`src/rtl/dds_seq_pkg.sv`:
```
// Shared definitions for the DDS profile sequencer: field codes, field widths,
// the parked DDS mode, FSM state encoding and the packed profile record.
package dds_seq_pkg;

  localparam logic [2:0] FLD_MODE      = 3'd0;
  localparam logic [2:0] FLD_FIN_HEX   = 3'd1;
  localparam logic [2:0] FLD_AMP       = 3'd2;
  localparam logic [2:0] FLD_ATT       = 3'd3;
  localparam logic [2:0] FLD_DWELL     = 3'd4;
  localparam logic [2:0] FLD_PRT_WIDTH = 3'd5;
  localparam logic [2:0] FLD_PRT_CYCLE = 3'd6;

  localparam int W_MODE      = 16;
  localparam int W_FIN       = 32;
  localparam int W_AMP       = 15;
  localparam int W_ATT       = 10;
  localparam int W_DWELL     = 32;
  localparam int W_PRT_WIDTH = 32;
  localparam int W_PRT_CYCLE = 32;

  localparam logic [W_MODE-1:0] DDS_MODE_OFF = 16'h0000;

  typedef enum logic [2:0] {
    ST_IDLE   = 3'd0,
    ST_LOAD   = 3'd1,
    ST_DWELL  = 3'd2,
    ST_SYNC   = 3'd3,
    ST_FINISH = 3'd4
  } seq_state_t;

  typedef struct packed {
    logic [W_MODE-1:0]      mode;
    logic [W_FIN-1:0]       fin_hex;
    logic [W_AMP-1:0]       amp;
    logic [W_ATT-1:0]       att;
    logic [W_DWELL-1:0]     dwell;
    logic [W_PRT_WIDTH-1:0] prt_width;
    logic [W_PRT_CYCLE-1:0] prt_cycle;
  } dds_prof_t;

endpackage

```
`src/rtl/dds_profile_ram.sv`:
```
// Profile table: DEPTH slots of seven fields. Field-wise write port, registered
// field read port for the config bus, and a combinational whole-profile read
// used by the sequencer when it loads a slot.
module dds_profile_ram
  import dds_seq_pkg::*;
#(
  parameter int DEPTH = 8,
  parameter int AW    = 3
) (
  input  logic            clk_user_bufg,
  input  logic            rst_glb_n,
  input  logic            cfg_we,
  input  logic            cfg_re,
  input  logic [AW-1:0]   cfg_addr,
  input  logic [2:0]      cfg_field,
  input  logic [31:0]     cfg_wdata,
  output logic [31:0]     cfg_rdata,
  input  logic [AW-1:0]   rd_idx,
  output dds_prof_t       rd_prof
);

  dds_prof_t   mem [DEPTH];
  logic [31:0] fld_rd;

  // Field write; wide data is truncated to the field width, field 7 is dropped.
  always_ff @(posedge clk_user_bufg or negedge rst_glb_n) begin
    if (!rst_glb_n) begin
      for (int i = 0; i < DEPTH; i++) mem[i] <= '0;
    end else if (cfg_we) begin
      case (cfg_field)
        FLD_MODE:      mem[cfg_addr].mode      <= cfg_wdata[W_MODE-1:0];
        FLD_FIN_HEX:   mem[cfg_addr].fin_hex   <= cfg_wdata[W_FIN-1:0];
        FLD_AMP:       mem[cfg_addr].amp       <= cfg_wdata[W_AMP-1:0];
        FLD_ATT:       mem[cfg_addr].att       <= cfg_wdata[W_ATT-1:0];
        FLD_DWELL:     mem[cfg_addr].dwell     <= cfg_wdata[W_DWELL-1:0];
        FLD_PRT_WIDTH: mem[cfg_addr].prt_width <= cfg_wdata[W_PRT_WIDTH-1:0];
        FLD_PRT_CYCLE: mem[cfg_addr].prt_cycle <= cfg_wdata[W_PRT_CYCLE-1:0];
        default: ;
      endcase
    end
  end

  // Field select for readback, zero-extended to 32 bits.
  always_comb begin
    fld_rd = '0;
    case (cfg_field)
      FLD_MODE:      fld_rd = 32'(mem[cfg_addr].mode);
      FLD_FIN_HEX:   fld_rd = 32'(mem[cfg_addr].fin_hex);
      FLD_AMP:       fld_rd = 32'(mem[cfg_addr].amp);
      FLD_ATT:       fld_rd = 32'(mem[cfg_addr].att);
      FLD_DWELL:     fld_rd = 32'(mem[cfg_addr].dwell);
      FLD_PRT_WIDTH: fld_rd = 32'(mem[cfg_addr].prt_width);
      FLD_PRT_CYCLE: fld_rd = 32'(mem[cfg_addr].prt_cycle);
      default:       fld_rd = '0;
    endcase
  end

  // Registered read; a same-cycle write lands after this sample, so the old value is returned.
  always_ff @(posedge clk_user_bufg or negedge rst_glb_n) begin
    if (!rst_glb_n) cfg_rdata <= '0;
    else if (cfg_re) cfg_rdata <= fld_rd;
  end

  assign rd_prof = mem[rd_idx];

endmodule

```
`src/rtl/dds_profile_sequencer.sv`:
```
// Steps the DDS through the programmed profile table, holding each profile for
// its dwell and optionally deferring switches until the transmit pulse is idle.
//
//   state  | meaning
//   IDLE   | waiting for seq_start; outputs hold last values
//   LOAD   | register profile[idx] onto the DDS outputs, arm dwell timer
//   DWELL  | dwell down-counter running; terminal count picks next step
//   SYNC   | next profile chosen, waiting for pulse_user low
//   FINISH | one-cycle seq_done_o, then IDLE
module dds_profile_sequencer
  import dds_seq_pkg::*;
#(
  parameter int DEPTH         = 8,
  parameter int AW            = 3,
  parameter bit SYNC_TO_PULSE = 1'b1
) (
  input  logic                   clk_user_bufg,
  input  logic                   rst_glb_n,
  input  logic                   cfg_we,
  input  logic                   cfg_re,
  input  logic [AW-1:0]          cfg_addr,
  input  logic [2:0]             cfg_field,
  input  logic [31:0]            cfg_wdata,
  output logic [31:0]            cfg_rdata,
  input  logic                   seq_start,
  input  logic                   seq_stop,
  input  logic                   loop_en,
  input  logic [AW:0]            num_profiles,
  input  logic                   pulse_user,
  output logic [W_MODE-1:0]      dds_mode_o,
  output logic [W_FIN-1:0]       dds_fin_hex_o,
  output logic [W_AMP-1:0]       dds_amp_multip_o,
  output logic [W_ATT-1:0]       dds_att_0p1dB_o,
  output logic [W_PRT_WIDTH-1:0] dds_prt_width_o,
  output logic [W_PRT_CYCLE-1:0] dds_prt_cycle_o,
  output logic                   upd_stb_o,
  output logic                   busy_o,
  output logic [AW-1:0]          prof_idx_o,
  output logic                   seq_done_o
);

  localparam logic [AW:0]   N_ONE   = (AW+1)'(1);
  localparam logic [AW:0]   N_MAX   = (AW+1)'(DEPTH);
  localparam logic [AW-1:0] IDX_ONE = AW'(1);

  seq_state_t        state, state_nxt;
  logic [AW-1:0]     idx, idx_next;
  logic [AW:0]       eff_n;
  logic [W_DWELL-1:0] dwell_cnt, dwell_load;
  logic              dwell_exp, last_prof, seq_end;
  dds_prof_t         rd_prof;

  // Profile count clamped to 1..DEPTH.
  function automatic logic [AW:0] clamp_n(input logic [AW:0] n);
    if (n == '0)        return N_ONE;
    else if (n > N_MAX) return N_MAX;
    else                return n;
  endfunction

  dds_profile_ram #(.DEPTH(DEPTH), .AW(AW)) u_ram (
    .clk_user_bufg (clk_user_bufg),
    .rst_glb_n     (rst_glb_n),
    .cfg_we        (cfg_we),
    .cfg_re        (cfg_re),
    .cfg_addr      (cfg_addr),
    .cfg_field     (cfg_field),
    .cfg_wdata     (cfg_wdata),
    .cfg_rdata     (cfg_rdata),
    .rd_idx        (idx),
    .rd_prof       (rd_prof)
  );

  // A zero dwell behaves as one so every profile is visible for at least two cycles.
  assign dwell_load = (rd_prof.dwell == '0) ? '0 : rd_prof.dwell - 32'd1;
  assign dwell_exp  = (dwell_cnt == '0);
  assign last_prof  = ({1'b0, idx} == eff_n - N_ONE);
  assign idx_next   = last_prof ? '0 : idx + IDX_ONE;
  assign seq_end    = last_prof && !loop_en;

  assign busy_o     = (state != ST_IDLE);
  assign seq_done_o = (state == ST_FINISH);

  // State register.
  always_ff @(posedge clk_user_bufg or negedge rst_glb_n) begin
    if (!rst_glb_n) state <= ST_IDLE;
    else            state <= state_nxt;
  end

  // Next-state logic; stop overrides everything, including a coincident start.
  always_comb begin
    state_nxt = state;
    case (state)
      ST_IDLE:   if (seq_start) state_nxt = ST_LOAD;
      ST_LOAD:   state_nxt = ST_DWELL;
      ST_DWELL: begin
        if (dwell_exp) begin
          if (seq_end)            state_nxt = ST_FINISH;
          else if (SYNC_TO_PULSE) state_nxt = ST_SYNC;
          else                    state_nxt = ST_LOAD;
        end
      end
      ST_SYNC:   if (!pulse_user) state_nxt = ST_LOAD;
      ST_FINISH: state_nxt = ST_IDLE;
      default:   state_nxt = ST_IDLE;
    endcase
    if (seq_stop) state_nxt = ST_IDLE;
  end

  // Index, dwell timer and DDS output registers.
  always_ff @(posedge clk_user_bufg or negedge rst_glb_n) begin
    if (!rst_glb_n) begin
      idx              <= '0;
      eff_n            <= N_ONE;
      dwell_cnt        <= '0;
      upd_stb_o        <= 1'b0;
      prof_idx_o       <= '0;
      dds_mode_o       <= '0;
      dds_fin_hex_o    <= '0;
      dds_amp_multip_o <= '0;
      dds_att_0p1dB_o  <= '0;
      dds_prt_width_o  <= '0;
      dds_prt_cycle_o  <= '0;
    end else begin
      upd_stb_o <= 1'b0;
      case (state)
        ST_IDLE: begin
          if (seq_start && !seq_stop) begin
            idx   <= '0;
            eff_n <= clamp_n(num_profiles);
          end
        end
        ST_LOAD: begin
          if (!seq_stop) begin
            dds_mode_o       <= rd_prof.mode;
            dds_fin_hex_o    <= rd_prof.fin_hex;
            dds_amp_multip_o <= rd_prof.amp;
            dds_att_0p1dB_o  <= rd_prof.att;
            dds_prt_width_o  <= rd_prof.prt_width;
            dds_prt_cycle_o  <= rd_prof.prt_cycle;
            prof_idx_o       <= idx;
            dwell_cnt        <= dwell_load;
            upd_stb_o        <= 1'b1;
          end
        end
        ST_DWELL: begin
          if (!dwell_exp)    dwell_cnt <= dwell_cnt - 32'd1;
          else if (!seq_end) idx <= idx_next;
        end
        default: ;
      endcase
      if (seq_stop && state != ST_IDLE) begin
        dds_mode_o       <= DDS_MODE_OFF;
        dds_amp_multip_o <= '0;
      end
    end
  end

endmodule

```
`config.mk`:
```
export PLATFORM = sky130hd
export DESIGN_NAME = dds_profile_sequencer
export DESIGN_NICKNAME = d
export VERILOG_FILES = /design/src/rtl/dds_seq_pkg.sv /design/src/rtl/dds_profile_ram.sv /design/src/rtl/dds_profile_sequencer.sv
export SDC_FILE = /design/constraint.sdc
export NUM_CORES = 2
export LEC_CHECK = 0
export ABC_AREA = 0
export CAP_MARGIN = 20
export CORE_MARGIN = 4
export CORE_UTILIZATION = 40
export CTS_CLUSTER_DIAMETER = 60
export DETAILED_ROUTE_END_ITERATION = 8
export RECOVER_POWER = 25
export SYNTH_ARGS = -nofsm -noshare
export SYNTH_HDL_FRONTEND = slang
export SYNTH_SLANG_ARGS = --single-unit
```
`constraint.sdc`:
```
create_clock -name clk_user_bufg -period 4.35 [get_ports clk_user_bufg]
set_clock_uncertainty 0.15 [all_clocks]
set_input_delay 0.435 -clock clk_user_bufg [delete_from_list [all_inputs] [get_ports clk_user_bufg]]
set_output_delay 0.435 -clock clk_user_bufg [all_outputs]
set_load 0.1 [all_outputs]
```
# ---- Yosys cells after proc, flatten, opt, wreduce, memory -nomap -nowiden
# Index checks and enable logic that the tools add are counted.
# W data, S select, Z words.
dict set report classes {
  addsub 4
  magnitude_cmp 4
  eq_ne 20
  n_mux 54
  bitwise 3
  reduce_logical 23
}
# operator n
set op_table {}
lappend op_table {{$bwmux W1352} 7}
lappend op_table {{$pmux W1352 S7} 1}
lappend op_table {{$demux W169 S3} 7}
lappend op_table {{$bmux W169 S3} 2}
lappend op_table {{$mux W169} 5}
lappend op_table {{$pmux W32 S7} 1}
lappend op_table {{$mux W153} 1}
lappend op_table {{$mux W32} 4}
lappend op_table {{$mux W121} 1}
lappend op_table {{$mux W106} 1}
lappend op_table {{$mux W96} 1}
lappend op_table {{$logic_not A32 Y1} 2}
lappend op_table {{$mux W64} 1}
lappend op_table {{$pmux W32 S2} 1}
lappend op_table {{$sub A32 B1 Y32 const B} 2}
lappend op_table {{$mux W16} 3}
lappend op_table {{$mux W15} 3}
lappend op_table {{$mux W3} 9}
lappend op_table {{$eq A3 B2 Y1 const B} 4}
lappend op_table {{$eq A3 B3 Y1 const B} 4}
lappend op_table {{$pmux W3 S4} 1}
lappend op_table {{$ne A2 B2 Y1 const B} 5}
lappend op_table {{$ne A3 B3 Y1 const B} 3}
lappend op_table {{$ge A4 B4 Y1 const B} 2}
lappend op_table {{other kinds (22)} 37}
dict set report word_totals {
  register_bits 1567
  input_bits 50
  output_inout_bits 175
  word_cells 177
}

# ---- Logic depth before layout (Yosys ltp)
dict set report logic_depth {
  ltp_word 8
  mapped_depth 13
  depth_no_buf 9
}

# ---- Modules after synthesis
# A second synthesis with hierarchy kept.
dict set report unflattened {
  hier_cells 5895
  hier_area_um2 80469.7
}
# mod n_inst cells_per_inst area_each_um2 seq_area_each_um2
set modules_own_cells {}
lappend modules_own_cells {dds_profile_ram 1 4953 72014.1 34633.2}
lappend modules_own_cells {dds_profile_sequencer 1 942 8455.6 4580.6}

# ---- Least setup slack after synthesis
# OpenSTA, ideal clock, no wires.
dict set report synth_path {
  path_type {flip-flop to output port}
  start {register state[1]}
  end {output seq_done_o}
  arrival_time_ns 2.750
  setup_slack_ns 1.015
  path_stages_with_launch 3
  n_path_buf 1
  path_cell_list {dfrtp_1 -> clkbuf_1 -> nor3b_1}
}
dict set report synth_between {
  elab_chain_len 1
}
# element line
set synth_lines {}
lappend synth_lines {{start, declared} dds_profile_sequencer.sv:46} ;# seq_state_t state, state_nxt;
lappend synth_lines {{start signal, assigned} dds_profile_sequencer.sv:86} ;# else state <= state_nxt;
lappend synth_lines {{$eq A3 B3 Y1} dds_profile_sequencer.sv:81} ;# assign seq_done_o = (state == ST_FINISH);
lappend synth_lines {{end, declared} dds_profile_sequencer.sv:39} ;# output logic seq_done_o
# No other way between the ends.

# ---- Final worst setup path
dict set report layout_path {
  start {register idx[0]}
  end {register dwell_cnt[11]}
}
dict set report layout_between {
  elab_chain_len 8
}
# element line
set layout_lines {}
lappend layout_lines {{start, declared} dds_profile_sequencer.sv:47} ;# logic [AW-1:0] idx, idx_next;
lappend layout_lines {{start signal, assigned} dds_profile_sequencer.sv:147} ;# else if (!seq_end) idx <= idx_next;
lappend layout_lines {{$not A3 Y4 (implied by the code) (*)} dds_profile_ram.sv:64} ;# assign rd_prof = mem[rd_idx];
lappend layout_lines {{$bmux W169 S3 (*)} dds_profile_ram.sv:64}
lappend layout_lines {{$mux W169 (implied by the code) (*) (2 in series)} dds_profile_ram.sv:64}
lappend layout_lines {{$sub A32 B1 Y32 or $logic_not A32 Y1 (tied branches)} dds_profile_sequencer.sv:74} ;# assign dwell_load = (rd_prof.dwell == '0) ? '0 : rd_prof.dwell - 32'd1;
lappend layout_lines {{$mux W32 (*)} dds_profile_sequencer.sv:74}
lappend layout_lines {{$mux W32 (*)} dds_profile_sequencer.sv:133} ;# if (!seq_stop) begin
lappend layout_lines {{$pmux W32 S2 (*)} dds_profile_sequencer.sv:125} ;# case (state)
lappend layout_lines {{end signal, assigned} dds_profile_sequencer.sv:141} ;# dwell_cnt <= dwell_load;
lappend layout_lines {{end signal, assigned} dds_profile_sequencer.sv:146} ;# if (!dwell_exp) dwell_cnt <= dwell_cnt - 32'd1;
lappend layout_lines {{end, declared} dds_profile_sequencer.sv:49} ;# logic [W_DWELL-1:0] dwell_cnt, dwell_load;
# Every way passes the cells marked *; elsewhere a longest branch is shown, timed or not. The select of a mux whose other input is x is not followed.
# A chain may end at the register's enable or synchronous reset.

==> key figures <==
Layout
  • Fin util: ~47%
  • Commonest cells after routing, fill and taps aside: 1,563 x dfrtp_1, 1,363 x mux2_2, 493 x a22oi_1
  • Commonest non-fill, non-tap cell in the layout: dfrtp_1
  • # nets final: between 5,000 and 6,000
  • Post-Layout Cell Count: between 8,000 and 9,000
  • Layout cells sized above 1: between 30 and 40%
  • Synth-to-layout area growth: 16.24%

Floorplanning
  • Rows: between 150 and 200
  • Starting Density: between 40% and 50%
  • Die W: 447.8 um
  • Die area: between 200,000 and 250,000 um2
  • Core area: ~190,000 um2
  • Die Span Y: ~450 um
  • IO Pins: ~230

Global routing
  • First-pass GRT wire length: between 300,000 and 400,000 um
  • Number of global-route vias before repair: around 56,000
  • Gr usage total: a little over a quarter
  • Antenna violations before repair: 16
  • GRT overflow: 0
  • Largest net degree at the start of global routing: 145

Clocking
  • Clk Latency, worst-skew pair: 0.83 ns
  • Clk pin slew, worst setup/hold paths: about 0.06 ns
  • Clock sinks: 1,567
  • CTS tree: built
  • Inserted Clock Buffers: ~180
  • # H-tree levels: 4
  • Post-CTS setup buffers: 0
  • Clk Tree Root Cell: clkbuf_16
  • Max Root-Sink Buffers: 3

Logic synthesis
  • Yosys reg bits: 1,567
  • Ranking of synthesized cells by area: dfrtp_1 51%, mux2_2 20%, mux4_2 9.8%
  • Avg Synthesized Cell Area: ~14 um2
  • Syn_nets: a little under 6,000
  • Asr flop ratio synth: 100.0%
  • Post-synth EDFFs: 0
  • Syn Inst Count: 5,724
  • Post-Syn Area: about 77,000 um2
  • Synth top area share: between 50% and 60%
  • Yosys warns: 0
  • Biggest area consumer among synthesized cells: dfrtp_1
  • Synth cell types: 72
  • Seq/Total Area, Yosys: 50.67%
  • Synth Flop Type: dfrtp_1

Hold path
  • HP Class: in -> reg

Routing
  • Via count: approximately 55,000
  • DRT Pass-1 Iters: 6
  • Initial DRC Count: around 6,000
  • WL met2: between 100,000 and 150,000 um
  • Post-Route WL: ~260,000 um
  • Post-route ant nets: 0
  • Metal3 WL: a little under 20,000 um
  • Vias per cell: around 6.4
  • Residual DRC: 0
  • DR WL/cell: around 31 um
  • WL met1: around 110,000 um
  • Highest Signal Layer: met5

Critical path
  • Max incr delay on CP: about 0.68 ns
  • WP data arrival: ~4.4 ns
  • CP max stage cell: and4b_1
  • Cell mode on critical path: nand4_1
  • CP startpoint kind: register
  • Critical path class: reg -> reg
  • CP Max Fanout: 24
  • WP data required: 4.89 ns
  • CP Cell Sequence: buf_12 > mux4_2 > mux2i_2 > nand4_1 > and4b_1 > nand4_1 > xnor2_1 > o221ai_1
  • CP Capture Type: register

Timing
  • Final Critical Period: approximately 3.8 ns
  • Setup TNS: 0 ns
  • Final Max Slew Viols: approximately 190
  • Final hold vios: 0
  • Final setup viols: 0
  • Crit share post-route: 88.04%
  • Least-Margin Pin Slew: 2.245 ns
  • Post-route setup slack: about 0.52 ns
  • Max Clk Rate: approximately 0.26 GHz
  • Unrepaired setup endpoints after global routing: false
  • Slew headroom: -49.66%

Placed design
  • Number of I/O port buffers: 224
  • GP Congestion: slightly below 0.9
  • # placed instances: around 8,000
  • HPWL after DPL: about 170,000 um
  • Pre-CTS WS: 0.4838 ns

Power and ir drop
  • Peak VDD IR: 0.4963 mV
  • LEAKAGE: ~38 nW
  • PwrDens: 554.0 nW/um2

Run status
  • Status: finished, violations left
  • Failing checks: capacitance limit, slew limit

Flow run
  • Max Cap Violations: 4
-- metal layers --
metal,GRT usage [%],up-vias
li1,-,22380
met4,11.37,8
met2,41.05,2590
met5,0,-
met3,4.660,582
met1,35.57,29190
-- worst paths after layout --
| check | startpoint | cells after the start | endpoint | slack [ns] |
|---|---|---|---|---|
| setup / recovery | idx[0] | 8 | dwell_cnt[11] | 0.52 |
| min in group asynchronous | rst_glb_n | 3 | async pin | 1.57 |
| hold / removal | cfg_wdata[9] | 2 | register | 0.05 |
| max in group asynchronous | rst_glb_n | 3 | dds_fin_hex_o[21] | 0.69 |
| hold reg to reg | prof_idx_o[0] | 2 | prof_idx_o[0] | 0.33 |
| setup reg to reg | idx[0] | 8 | dwell_cnt[11] | 0.52 |
-- Yosys cell counts (7+ instances only) --
cell and instances:
a21oi_1 143, a221oi_1 95, a22o_1 106, a22oi_1 493, a31oi_1 67, a41oi_1 25
and2_1 7, buf_1 134, buf_2 65, buf_4 7, clkbuf_1 364, dfrtp_1 1566
inv_1 10, mux2_2 1363, mux2i_1 164, mux4_2 336, nand2_1 135, nand2b_1 8
nand3_1 25, nand4_1 75, nor2_1 191, nor2b_1 8, nor3_1 19, nor4_1 24
o211ai_1 11, o21ai_0 78, o21ai_1 18, o221ai_1 10, o221ai_2 10, o2bb2ai_1 22
or3_1 11, xnor2_1 16, xor2_1 16
-- what timing repair did --
action                    4_1_cts  5_1_grt
hold buffers                    2        2
resized for setup               0        0
hold endpoints to repair      865       14
-- power breakdown --
part / internal, W / switching (W) / total (W)
logic: 0.00542 / 0.00991 / 0.0153
clock network: 0.00917 / 0.00638 / 0.0156
registers: 0.0170 / 0.00193 / 0.0189
-- layout make-up --
| cell class | instances | area [um2] |
|---|---|---|
| fill | 16880 | 102400 |
| sequential | 1567 | 39230 |
| multi-input combinational | 3571 | 36030 |
| timing repair buffer | 522 | 5465 |
| clock buffer | 247 | 5116 |
| tap | 2526 | 3161 |
| clock inverter | 73 | 900.9 |
| inverter | 10 | 45.04 |
| antenna | 4 | 10.01 |
-- metrics by stage --
step / cell area, um2 / hold slack (ns) / power, W
2_1_floorplan: 77380 / -0.01059 / 0.02975
3_3_place_gp: 83580 / 0.1860 / 0.03422
3_5_place_dp: 83660 / 0.1828 / 0.03447
4_1_cts: 89700 / 0.01248 / 0.05011
5_1_grt: 89950 / 0.02680 / 0.05179
6_report: 89950 / 0.05241 / 0.04983
-- worst max-delay path, delay by kind of cell (launching register included) --
kind / cells / cell delay [ns]
AO/OA/AOI/OAI: 1 / 0.17
flip-flops: 1 / 0.56
buffers and inverters: 1 / 0.26
XOR/XNOR: 1 / 0.51
AND/OR/NAND/NOR: 3 / 1.13
multiplexers: 2 / 0.89
-- kinds of logic (layout without fill, tap and decap cells) --
logic type               Yosys count  after routing  synth area share [%]
adder cells (fa/ha/maj)            4              4               0.06468
buffers and inverters            586            852                 3.040
multiplexers                    1872           1872                 31.91
AO/OA/AOI/OAI                   1117           1117                 10.53
other                              0              4                     0
AND/OR/NAND/NOR                  546            546                 3.423
flip-flops                      1567           1567                 50.67
XOR/XNOR                          32             32                0.3622
No activity file was read; power rests on OpenSTA's default activity.
